`config.mk`:
```
export PLATFORM = sky130hd
export DESIGN_NAME = wb_lfsr_seq_master
export DESIGN_NICKNAME = d
export VERILOG_FILES = /design/src/rtl/wb_lfsr_seq_master.sv
export SDC_FILE = /design/constraint.sdc
export NUM_CORES = 1
export LEC_CHECK = 0
export CORE_ASPECT_RATIO = 0.9
export CORE_UTILIZATION = 55
export CTS_BUF_LIST = sky130_fd_sc_hd__clkbuf_2
export DETAILED_ROUTE_END_ITERATION = 6
export PLACE_DENSITY = 0.9
export REMOVE_ABC_BUFFERS = 1
export SYNTH_ARGS = -nofsm -noshare
export SYNTH_HDL_FRONTEND = slang
export SYNTH_SLANG_ARGS = --single-unit
```
`constraint.sdc`:
```
create_clock -name i_clk -period 3.4 [get_ports i_clk]
set_input_delay 0.68 -clock i_clk [delete_from_list [all_inputs] [get_ports i_clk]]
set_output_delay 0.68 -clock i_clk [all_outputs]
set_load 0.02 [all_outputs]
```
`src/rtl/wb_lfsr_seq_master.sv`:
```
// Wishbone initiator: seeds the LFSR peripheral (4 byte writes, load, run), then reads N bits into o_word.
// Two cycles per transaction when not stalled, stb held while stalled; optional ack timeout via WB_LFSR_SEQ_MASTER_TIMEOUT_EN.
module wb_lfsr_seq_master #(
  parameter logic [7:0] CTRL_LOAD = 8'h02,
  parameter logic [7:0] CTRL_RUN  = 8'h00
`ifdef WB_LFSR_SEQ_MASTER_TIMEOUT_EN
  , parameter int unsigned TIMEOUT = 16
`endif
) (
  input  logic        i_clk,
  input  logic        i_reset_n,
  input  logic        i_start,
  input  logic [31:0] i_seed,
  input  logic [5:0]  i_nbits,
  output logic        o_busy,
  output logic        o_done,
  output logic        o_error,
  output logic [31:0] o_word,
  output logic        o_wb_cyc,
  output logic        o_wb_stb,
  output logic        o_wb_we,
  output logic [2:0]  o_wb_addr,
  output logic [7:0]  o_wb_data,
  input  logic        i_wb_stall,
  input  logic        i_wb_ack,
  input  logic        i_wb_data
);

  typedef enum logic [2:0] {IDLE, ISSUE, WAIT, DONE, ERR} state_t;

  state_t      state, state_nxt;
  logic [5:0]  step;
  logic [5:0]  nbits;
  logic [5:0]  last_step;
  logic [31:0] seed;
  logic        is_read;

  assign is_read   = (step >= 6'd6);
  assign last_step = nbits + 6'd5;

`ifdef WB_LFSR_SEQ_MASTER_TIMEOUT_EN
  logic [15:0] wait_cnt;
  logic        timed_out;

  // Counter is zero on the first WAIT cycle, so ERR lands TIMEOUT cycles after WAIT entry.
  assign timed_out = (state == WAIT) && !i_wb_ack && (wait_cnt == 16'(TIMEOUT - 1));

  always_ff @(posedge i_clk or negedge i_reset_n) begin
    if (!i_reset_n)          wait_cnt <= '0;
    else if (state != WAIT)  wait_cnt <= '0;
    else                     wait_cnt <= wait_cnt + 16'd1;
  end
`endif

  always_ff @(posedge i_clk or negedge i_reset_n) begin
    if (!i_reset_n) state <= IDLE;
    else            state <= state_nxt;
  end

  always_comb begin
    state_nxt = state;
    case (state)
      IDLE:  if (i_start) state_nxt = ISSUE;
      ISSUE: if (!i_wb_stall) state_nxt = WAIT;
      WAIT: begin
        if (i_wb_ack) state_nxt = (step == last_step) ? DONE : ISSUE;
`ifdef WB_LFSR_SEQ_MASTER_TIMEOUT_EN
        else if (timed_out) state_nxt = ERR;
`endif
      end
      DONE:    state_nxt = IDLE;
      ERR:     state_nxt = IDLE;
      default: state_nxt = IDLE;
    endcase
  end

  always_ff @(posedge i_clk or negedge i_reset_n) begin
    if (!i_reset_n) begin
      step   <= '0;
      nbits  <= '0;
      seed   <= '0;
      o_word <= '0;
    end else if (state == IDLE && i_start) begin
      seed   <= i_seed;
      nbits  <= (i_nbits == 6'd0 || i_nbits > 6'd32) ? 6'd32 : i_nbits;
      step   <= '0;
      o_word <= '0;
    end else if (state == WAIT && i_wb_ack) begin
      step <= step + 6'd1;
      if (is_read) o_word <= {o_word[30:0], i_wb_data};
    end else if (state == DONE || state == ERR) begin
      step <= '0;
    end
  end

  always_comb begin
    o_wb_cyc  = (state == ISSUE) || (state == WAIT);
    o_wb_stb  = (state == ISSUE);
    o_wb_we   = 1'b0;
    o_wb_addr = 3'd0;
    o_wb_data = 8'h00;
    o_busy    = (state == ISSUE) || (state == WAIT);
    o_done    = (state == DONE);
`ifdef WB_LFSR_SEQ_MASTER_TIMEOUT_EN
    o_error   = (state == ERR);
`else
    o_error   = 1'b0;
`endif
    // Payload only driven while strobing; reads use address 0 with zero data.
    if (state == ISSUE) begin
      if (step < 6'd4) begin
        o_wb_we   = 1'b1;
        o_wb_addr = step[2:0];
        o_wb_data = seed[8*step[1:0] +: 8];
      end else if (step == 6'd4) begin
        o_wb_we   = 1'b1;
        o_wb_addr = 3'd4;
        o_wb_data = CTRL_LOAD;
      end else if (step == 6'd5) begin
        o_wb_we   = 1'b1;
        o_wb_addr = 3'd4;
        o_wb_data = CTRL_RUN;
      end
    end
  end

endmodule

```
# After elaboration in Yosys (flattened, before gate mapping)
# Cells that the tools add are included.
[classes]
add_sub_neg = 2
n_lt_le_gt_ge = 3
eq_ne = 10
shift = 1
mux = 23
reduce_logical = 12
[op_table]
columns = ["operator", "count"]
rows = [
  ["32-bit 2-to-1 mux", 3],
  ["32-bit by 6-bit indexed part select with 8-bit output", 1],
  ["6-bit 2-to-1 mux", 4],
  ["3-bit 2-to-1 mux", 7],
  ["8-bit 2-to-1 mux", 2],
  ["6-bit by 3-bit == test with 1-bit output, second input constant", 2],
  ["3-bit one-hot mux with 3 select lines", 1],
  ["6-bit by 1-bit adder with 6-bit output, second input constant", 1],
  ["6-bit by 3-bit adder with 6-bit output, second input constant", 1],
  ["3-bit by 2-bit == test with 1-bit output, second input constant", 2],
  ["6-bit == test", 1],
  ["6-bit by 3-bit >= comparator with 1-bit output, second input constant", 1],
  ["6-bit > comparator, second input constant", 1],
  ["6-bit zero test", 1],
  ["6-bit by 3-bit < comparator with 1-bit output, second input constant", 1],
  ["2-bit inequality test, second input constant", 3],
  ["1-bit 2-to-1 mux", 4],
  ["2-bit 2-to-1 mux", 2],
  ["2-bit nonzero test", 2],
  ["3-bit by 1-bit == test with 1-bit output, second input constant", 1],
  ["3-bit == test, second input constant", 1],
  ["3-bit zero test", 1],
  ["1-bit logical OR", 3],
  ["3-bit AND reduction", 1],
  ["other kinds (3)", 4],
]
[word_totals]
regBits = 79
in_bits = 44
output_inout_bits = 49
elab_cells = 56

# Longest topological paths before layout
[logic_depth]
word_depth = 5
mapped_depth = 9
ltp_nobuf = 7

# Worst setup path after synthesis
# Ideal clock, no wire load.
[synth_path]
path_type = "register -> output"
start = "reg state[1]"
end = "out o_wb_data[0]"
t_arrival_ps = 1622
required_time_ps = 2720
slack_ps = 1098
stages_incl_launch_ff = 7
path_buffers = 1
path_cell_list = "dfrtp_1 inv_1 ha_1 nand2_1 or2_0 clkbuf_1 nor2b_1"
[synth_via]
elab_chain_len = 2
[synth_lines]
columns = ["item", "line", "rtl"]
rows = [
  ["start, declared", "31", "state_t state, state_nxt;"],
  ["start signal, assigned", "57", "else state <= state_nxt;"],
  ["3-bit by 1-bit == test with 1-bit output", "n/a", ""],
  ["named net o_wb_stb", "20", "output logic o_wb_stb,"],
  ["8-bit 2-to-1 mux", "110", "if (state == ISSUE) begin"],
  ["end, declared", "23", "output logic [7:0] o_wb_data,"],
]
# The timed path passes the listed nets, and every way through them passes these cells.

# Worst setup path after layout
[layout_path]
start = "reg state[1]"
end = "out o_wb_addr[0]"
[layout_via]
elab_chain_len = 2
[layout_lines]
columns = ["item", "line", "rtl"]
rows = [
  ["3-bit by 1-bit == test with 1-bit output", "110", ""],
  ["3-bit 2-to-1 mux", "110", ""],
  ["end, declared", "22", "output logic [2:0] o_wb_addr,"],
]
# Every way passes these cells.

==> run_results.csv <==
group,metric,value,unit
outcome,status,"finished, final reports clean",
power,p_leak,0.00226,µW
logic_synthesis,synth.most_common_cell,"nand2_1",
clock_network,path_clk_slew,0.21,ns
power,p_switching,1130,µW
final_layout,fillers,419,
critical_path,path_class,"register to output port",
final_layout,synthToLayoutAreaGrowth,28.2,%
die,die_w,87.9,µm
logic_synthesis,synth_top_area_cell,"dfrtp_1",
critical_path,r2r_start,"step[0]",
critical_path,cp_max_fo,9,
logic_synthesis,ys_seq_elements,78,
sta,min_period,3.22,ns
power,intPower,1920,µW
grt,antenna_found_initial,0,
flow_run,max_cap_violations,0,
die,ios,93,
placed_design,gp_congestion,0.794,
critical_path,r2r_slack,0.82,ns
critical_path,setup.worst_path.start_class,"register",
logic_synthesis,async_flop_share,100,%
die,start_util,58.4,%
logic_synthesis,syn_area_per_cell,10.3,µm²
route,wl,8100,µm
critical_path,r2r_end,"o_word[1]",
sta,drv_slew,0,
sta,final.setup.worst_slack,0.181,ns
sta,final.period_utilization,94.7,%
power,powerDensity,653,nW/µm²
final_layout,layout-drive-gt1-share,7.73,%
logic_synthesis,yosysSeqAreaShare,53.5,%
critical_path,critical_path_required,2.72,ns
clock_network,cts_tree,"built",
power,power_frac_comb,38.5,%
route,vias_per_cell,5.55,
logic_synthesis,synth_area,3650,µm²
clock_network,root_buffer,"clkbuf_2",
route,wl_per_cell,15.4,µm
critical_path,cp_data_arrival_time,2.54,ns
worst_hold_path,min_path_type,"input port to asynchronous set/reset pin",
logic_synthesis,ys_top_cells_by_area,"dfrtp_1, nand2_1, a22o_1",
die,rows,27,
grt,grt_max_degree,79,
sta,setup_viol_count_final,0,
logic_synthesis,synth-edff-count,0,
grt,grt_pass1_wl,13300,µm
logic_synthesis,synthCells,355,
sta,hold_viol,0,
sta,worstMarginPinSlew,1.23,ns
logic_synthesis,synth_cell_type_count,43,
grt,overflow,0,
sta,relSlewSlack,17.7,%
die,core_area,6250,µm²
clock_network,clockBufferDepth,2,
route,routed-via-count,2925,
die,die_h,79.3,µm
clock_network,h-tree-depth,3,
power,netSwitchingFraction,37.0,%
logic_synthesis,synth.top_cell.area_share,53.5,%
clock_network,cts_sinks,78,
sta,grt_setup_unrepaired,"false",
placed_design,dpl_worst_slack,0.534,ns
grt,grt_usage,25.5,%
logic_synthesis,synth_commonest_cells,"nand2_1, dfrtp_1, a22o_1",
sta,finalClockSkew,0.0252,ns
logic_synthesis,synth_warnings,0,
route,dr.pass1.iters,4,
route,drcViolationCount,0,
die,die_area,6970,µm²
power,pwr-share-clk,17.8,%
logic_synthesis,synth_flop_cell,"dfrtp_1",
route,antenna_left,0,
sta,timing.fmax,0.311,GHz
placed_design,place_hpwl,5520,µm
final_layout,insertedDiodeCount,0,
placed_design,io_buffers,91,
route,drtIter0Drc,282,
power,p_seq_share,43.7,%
final_layout,layout.nets,488,
clock_network,clock_latency,0.51,ns
grt,grt_pass1_vias,2757,
clock_network,numCtsBuffers,9,
critical_path,critPathCaptureType,"output port",
critical_path,reg2reg_depth,6,
sta,tns,0,ns
power,irDropWorstVdd,0.000456,V
how the worst max path moves through the flow:
stage,depth (start not counted),slack (ns),startpoint,endpoint
floorplan,5,1.03,state[0],o_word[0]
global placement,3,0.63,step[0],o_wb_data[5]
detailed placement,6,0.53,state[1],o_wb_data[2]
CTS,6,0.07,step[1],o_wb_data[1]
global route,6,0.00002,state[1],o_wb_data[7]
finish,6,0.18,state[1],o_wb_addr[0]
cell usage in the layout, fill, tap and decap left out, types with 2 or more instances in the layout:
cell             synthesis  routed
clkbuf_2                 0      10
xnor2_1                  3       3
mux2i_1                  4       4
clkinv_1                 0       3
nor2b_1                  7       7
and2_1                   2       2
clkdlybuf4s50_1          0      86
nor2_1                  18      18
o22ai_1                  2       2
nand3_1                  3       3
dlymetal6s2s_1           0       4
ha_1                     9       9
bufinv_16                0       2
inv_1                    7       7
a22o_1                  32      32
dfrtp_1                 78      76
o21ai_0                  3       3
o21ai_1                  2       2
mux4_2                   7       7
a31oi_1                  3       3
xor2_1                   3       3
dfrtp_2                  0       2
nor3b_1                  2       2
buf_4                    4       4
nand2_1                114     114
mux2_2                   2       2
nand3b_1                 5       5
a21oi_1                  6       6
flip-flops by register name, summed over array words and instances (netlist names):
register / count
nbits: 6
o_word: 32
seed: 32
state: 2
step: 6
cell type report:
type | instances | area [µm²] | area share (%)
clock buffers | 10 | 50.0 | 1.07
clock inverters | 6 | 76.3 | 1.63
inverters | 7 | 26.3 | 0.562
repair buffers | 94 | 941 | 20.1
well taps | 87 | 109 | 2.33
flip-flops and latches | 78 | 1950 | 41.8
multi-input cells | 245 | 1520 | 32.5
routing by layer:
metal	share of wire, %	global-route usage [%]	vias up
met1	43	34.9	1454
met3	5.9	6.13	12
li1	-	-	1358
met4	1.8	10.3	0
met5	0	0	-
met2	50	39.1	101
kinds of logic (layout without fill, tap and decap cells):
logic type	count (synthesis)	count (layout)	synth area share [%]
multiplexers	13	13	6.03
other	1	1	0.103
flip-flops	78	78	53.5
buffers and inverters	32	117	4.90
XOR/XNOR	6	6	1.44
AO/OA/AOI/OAI	56	56	12.1
adder cells (fa/ha/maj)	9	9	3.09
AND/OR/NAND/NOR	160	160	18.9
per-stage QoR:
stage	instance area, µm²	util [%]	hold WS (ns)	std cells	power (µW)
after floorplan	3500	-	0.384	330	2070
after global placement	4540	72.6	0.453	511	2460
after detailed placement	4540	72.6	0.457	511	2520
after CTS	4670	74.7	0.277	527	3070
after global routing	4680	74.9	0.314	527	3270
final	4680	74.9	0.305	527	3050
timing repair:
item                                    CTS  global route
endpoints found under the setup margin   10             7
pin swaps                                 0             0
resized for setup                         3             5
hold buffers                              0             0
setup buffers                             0             0
power by group through the flow:
| stage | Combinational [µW] | Sequential (µW) | Clock (µW) |
|---|---|---|---|
| after detailed placement | 1170 | 1350 | 0 |
| after floorplan | 774 | 1290 | 0 |
| after global placement | 1130 | 1330 | 0 |
| after CTS | 1180 | 1330 | 558 |
| final | 1170 | 1330 | 545 |
| after global routing | 1300 | 1360 | 603 |
critical path, cell delays in order, from the launching register on:
cell and delay (ns):
dfrtp_1 0.49, inv_1 0.12, ha_1 0.22, nand2_1 0.13
or2_4 0.31, nor2_1 0.12, clkdlybuf4s50_1 0.64
(Power assumes the default switching activity.)
==> edit: new RTL, config.mk and constraints unchanged <==
Add a define of `WB_LFSR_SEQ_MASTER_TIMEOUT_EN`.
--- a/src/rtl/wb_lfsr_seq_master.sv
+++ b/src/rtl/wb_lfsr_seq_master.sv
@@ -1,5 +1,7 @@
 // Wishbone initiator: seeds the LFSR peripheral (4 byte writes, load, run), then reads N bits into o_word.
 // Two cycles per transaction when not stalled, stb held while stalled; optional ack timeout via WB_LFSR_SEQ_MASTER_TIMEOUT_EN.
+`define WB_LFSR_SEQ_MASTER_TIMEOUT_EN
+
 module wb_lfsr_seq_master #(
   parameter logic [7:0] CTRL_LOAD = 8'h02,
   parameter logic [7:0] CTRL_RUN  = 8'h00
Behaviour: no difference found for any inputs over 10 cycles, from zero or initial values and one cycle with i_reset_n low; that may be too few to reach the edited logic, so the function may still have changed.
==> edit against the unedited design <==
  * Worst setup slack got worse by 0.056 ns
  * Fmax decreased by 1.7%
  * Synthesized cell count increased by 42%
  * Sequential cell count is 17 higher
  * Routed wire length increased by 23%
  * Sequential power grew 18%
  * Via count is 29% higher
  * Utilization is 5.2 points lower
  * Highest routed layer unchanged
  * Final area is 21% higher
  * Total power up 9.1%
  * Area after synthesis is 27% higher
  * Critical path type unchanged
  * Combinational power rose by 10%
  * Clock skew increased by 0.0056 ns
==> edit: results (changes against the unedited design) <==
* Routed wire length at 9930 um (was 8100 um)
* Top post-synthesis cells by count: nand2_1, dfrtp_1, a21oi_1, nor2_1 (was nand2_1, dfrtp_1, a22o_1)
* Final HPWL DP at 6830 um (was 5520 um)
* First-iteration detailed-routing DRC count at 212 (was 282)
* Clk_lat worst skew at 0.54 ns (was 0.51 ns)
* Status: complete, no violations (unchanged)
* Min-Delay Path Class: in2async (unchanged)
* First-pass GRT wire length at 16400 um (was 13300 um)
* Fin nets at 632 (was 488)
* Tot GR Track Use at 23.8% (was 25.5%)
* Vias in the first global route at 3517 (was 2757)
* Layout cells sized above 1 at 9.20% (was 7.73%)
* RePlAce Congestion at 0.838 (was 0.794)
* Unique masters post-synth at 43 (unchanged)
* Worst reg2reg setup slack at 1.37 ns (was 0.82 ns)
* Actual slew at the worst max-slew pin at 0.738 ns (was 1.23 ns)
* Crit path DAT at 2.59 ns (was 2.54 ns)
* Worst reg2reg path startpoint: state[2]$_DFFE_PN0P_ (was step[0]$_DFFE_PN0P_)
* Placed Cells at 670 (was 511)
* Clock tree buffer depth at 2 (unchanged)
* Pre-Repair DR Iteration Count at 5 (was 4)
* Largest regs: o_word x32, seed x32, wait_cnt x16 (was o_word x32, seed x32)
* R2R depth at 5 (was 6)
* Reg-to-reg endpoint: seed[28]$_DFFE_PN0P_ (was o_word[1]$_DFFE_PN0P_)
* Antenna violations before repair at 0 (unchanged)
* Routed via count at 3773 (was 2925)
* Leakage at 2.50 nW (was 2.26 nW)
* CTS Buf Count at 9 (unchanged)
* Vias per inst at 5.50 (was 5.55)
* Worst Setup SP: step[3]$_DFFE_PN0P_ (was state[1]$_DFFE_PN0P_)
* Synthesized area per cell at 9.15 um^2 (was 10.3 um^2)
* CTS H-tree lvls at 3 (unchanged)
* Clock transition at path regs at 0.26 ns (was 0.21 ns)
* Post-synth ARST share at 100% (unchanged)
* Ranking of synthesized cells by area: dfrtp_1, nand2_1, mux4_2, a21oi_1, nor2_1 (was dfrtp_1, nand2_1, a22o_1, mux4_2, ha_1)
* Setup crit end: o_wb_data[5] (was o_wb_addr[0])
* Root buffer cell: clkbuf_2 (unchanged)
* Register area share after synthesis at 51.4% (was 53.5%)
* Psw at 1.28 mW (was 1.13 mW)
* Largest net degree at the start of global routing at 62 (was 79)
* Number of diodes at 0 (unchanged)
* Crit-path max FO at 9 (unchanged)
* Worst Skew at 0.0308 ns (was 0.0252 ns)
* IO Port Bufs at 92 (was 91)
* Largest vdd supply drop at 0.395 mV (was 0.456 mV)
* Ys Warns at 0 (unchanged)
## edit: final cells by class
type / count / area (um^2)
clock buffers: 9 / 45.0
clock inverters: 6 / 43.8
fillers: 608 / 2460
inverters: 5 / 18.8
multi-input cells: 373 / 2030
flip-flops and latches: 95 / 2380
well taps: 99 / 124
repair buffers: 99 / 995
## edit: worst min-delay path by stage
stage | startpoint | end | slack, ns | cells after the start
global route | i_reset_n | o_word[28]$_DFFE_PN0P_ | 0.04 | 1
detailed placement | seed[17]$_DFFE_PN0P_ | seed[17]$_DFFE_PN0P_ | 0.46 | 2
global placement | seed[7]$_DFFE_PN0P_ | seed[7]$_DFFE_PN0P_ | 0.45 | 2
CTS | i_reset_n | o_word[28]$_DFFE_PN0P_ | 0.05 | 1
floorplan | i_reset_n | nbits[0]$_DFFE_PN0P_ | 0.38 | 0
finish | i_reset_n | o_word[28]$_DFFE_PN0P_ | 0.08 | 1
## edit: power groups by stage
stage               Combinational (mW)  Sequential (mW)  Clock, mW
finish                            1.29             1.57      0.477
global route                      1.43             1.60      0.544
CTS                               1.28             1.56      0.500
detailed placement                1.26             1.59          0
global placement                  1.21             1.57          0
floorplan                        0.801             1.54          0
## edit: timing repair
action | CTS | global route
buffers inserted | 1 | 0
gates resized for setup | 7 | 5
hold buffers | 0 | 0
setup endpoints to repair | 10 | 11
## edit: per-layer routing
metal,global-route usage (%),vias up,share of wire (%)
li1,-,1806,-
met5,0,-,0
met4,5.43,0,0.91
met3,5.71,9,4.9
met2,39.9,102,50
met1,32.3,1856,44
## edit: logic make-up after synthesis
group	Yosys count	share of synthesized area, %
AOI/OAI and AO/OA	56	6.79
and+or+nand+nor	282	27.5
adders and majority gates	5	1.35
muxes	8	3.63
DFF	95	51.4
xor gates and xnor gates	22	4.17
buffers and inverters	37	5.09
## edit: worst max-delay path, stage by stage, from the launching register on
cell             delay (ns)
dfrtp_1                0.52
nor3_4                 0.29
nand2_1                0.15
or2_4                  0.31
nor2b_1                0.18
clkdlybuf4s50_1        0.63
## edit: stage by stage
step	util, %	area [um^2]	setup WS, ns
3_5_place_dp	68.1	5520	0.337
4_1_cts	69.5	5630	0.00148
2_1_floorplan	-	4410	0.917
5_1_grt	69.6	5640	0.0177
3_3_place_gp	68.1	5520	0.472
6_report	69.6	5640	0.125
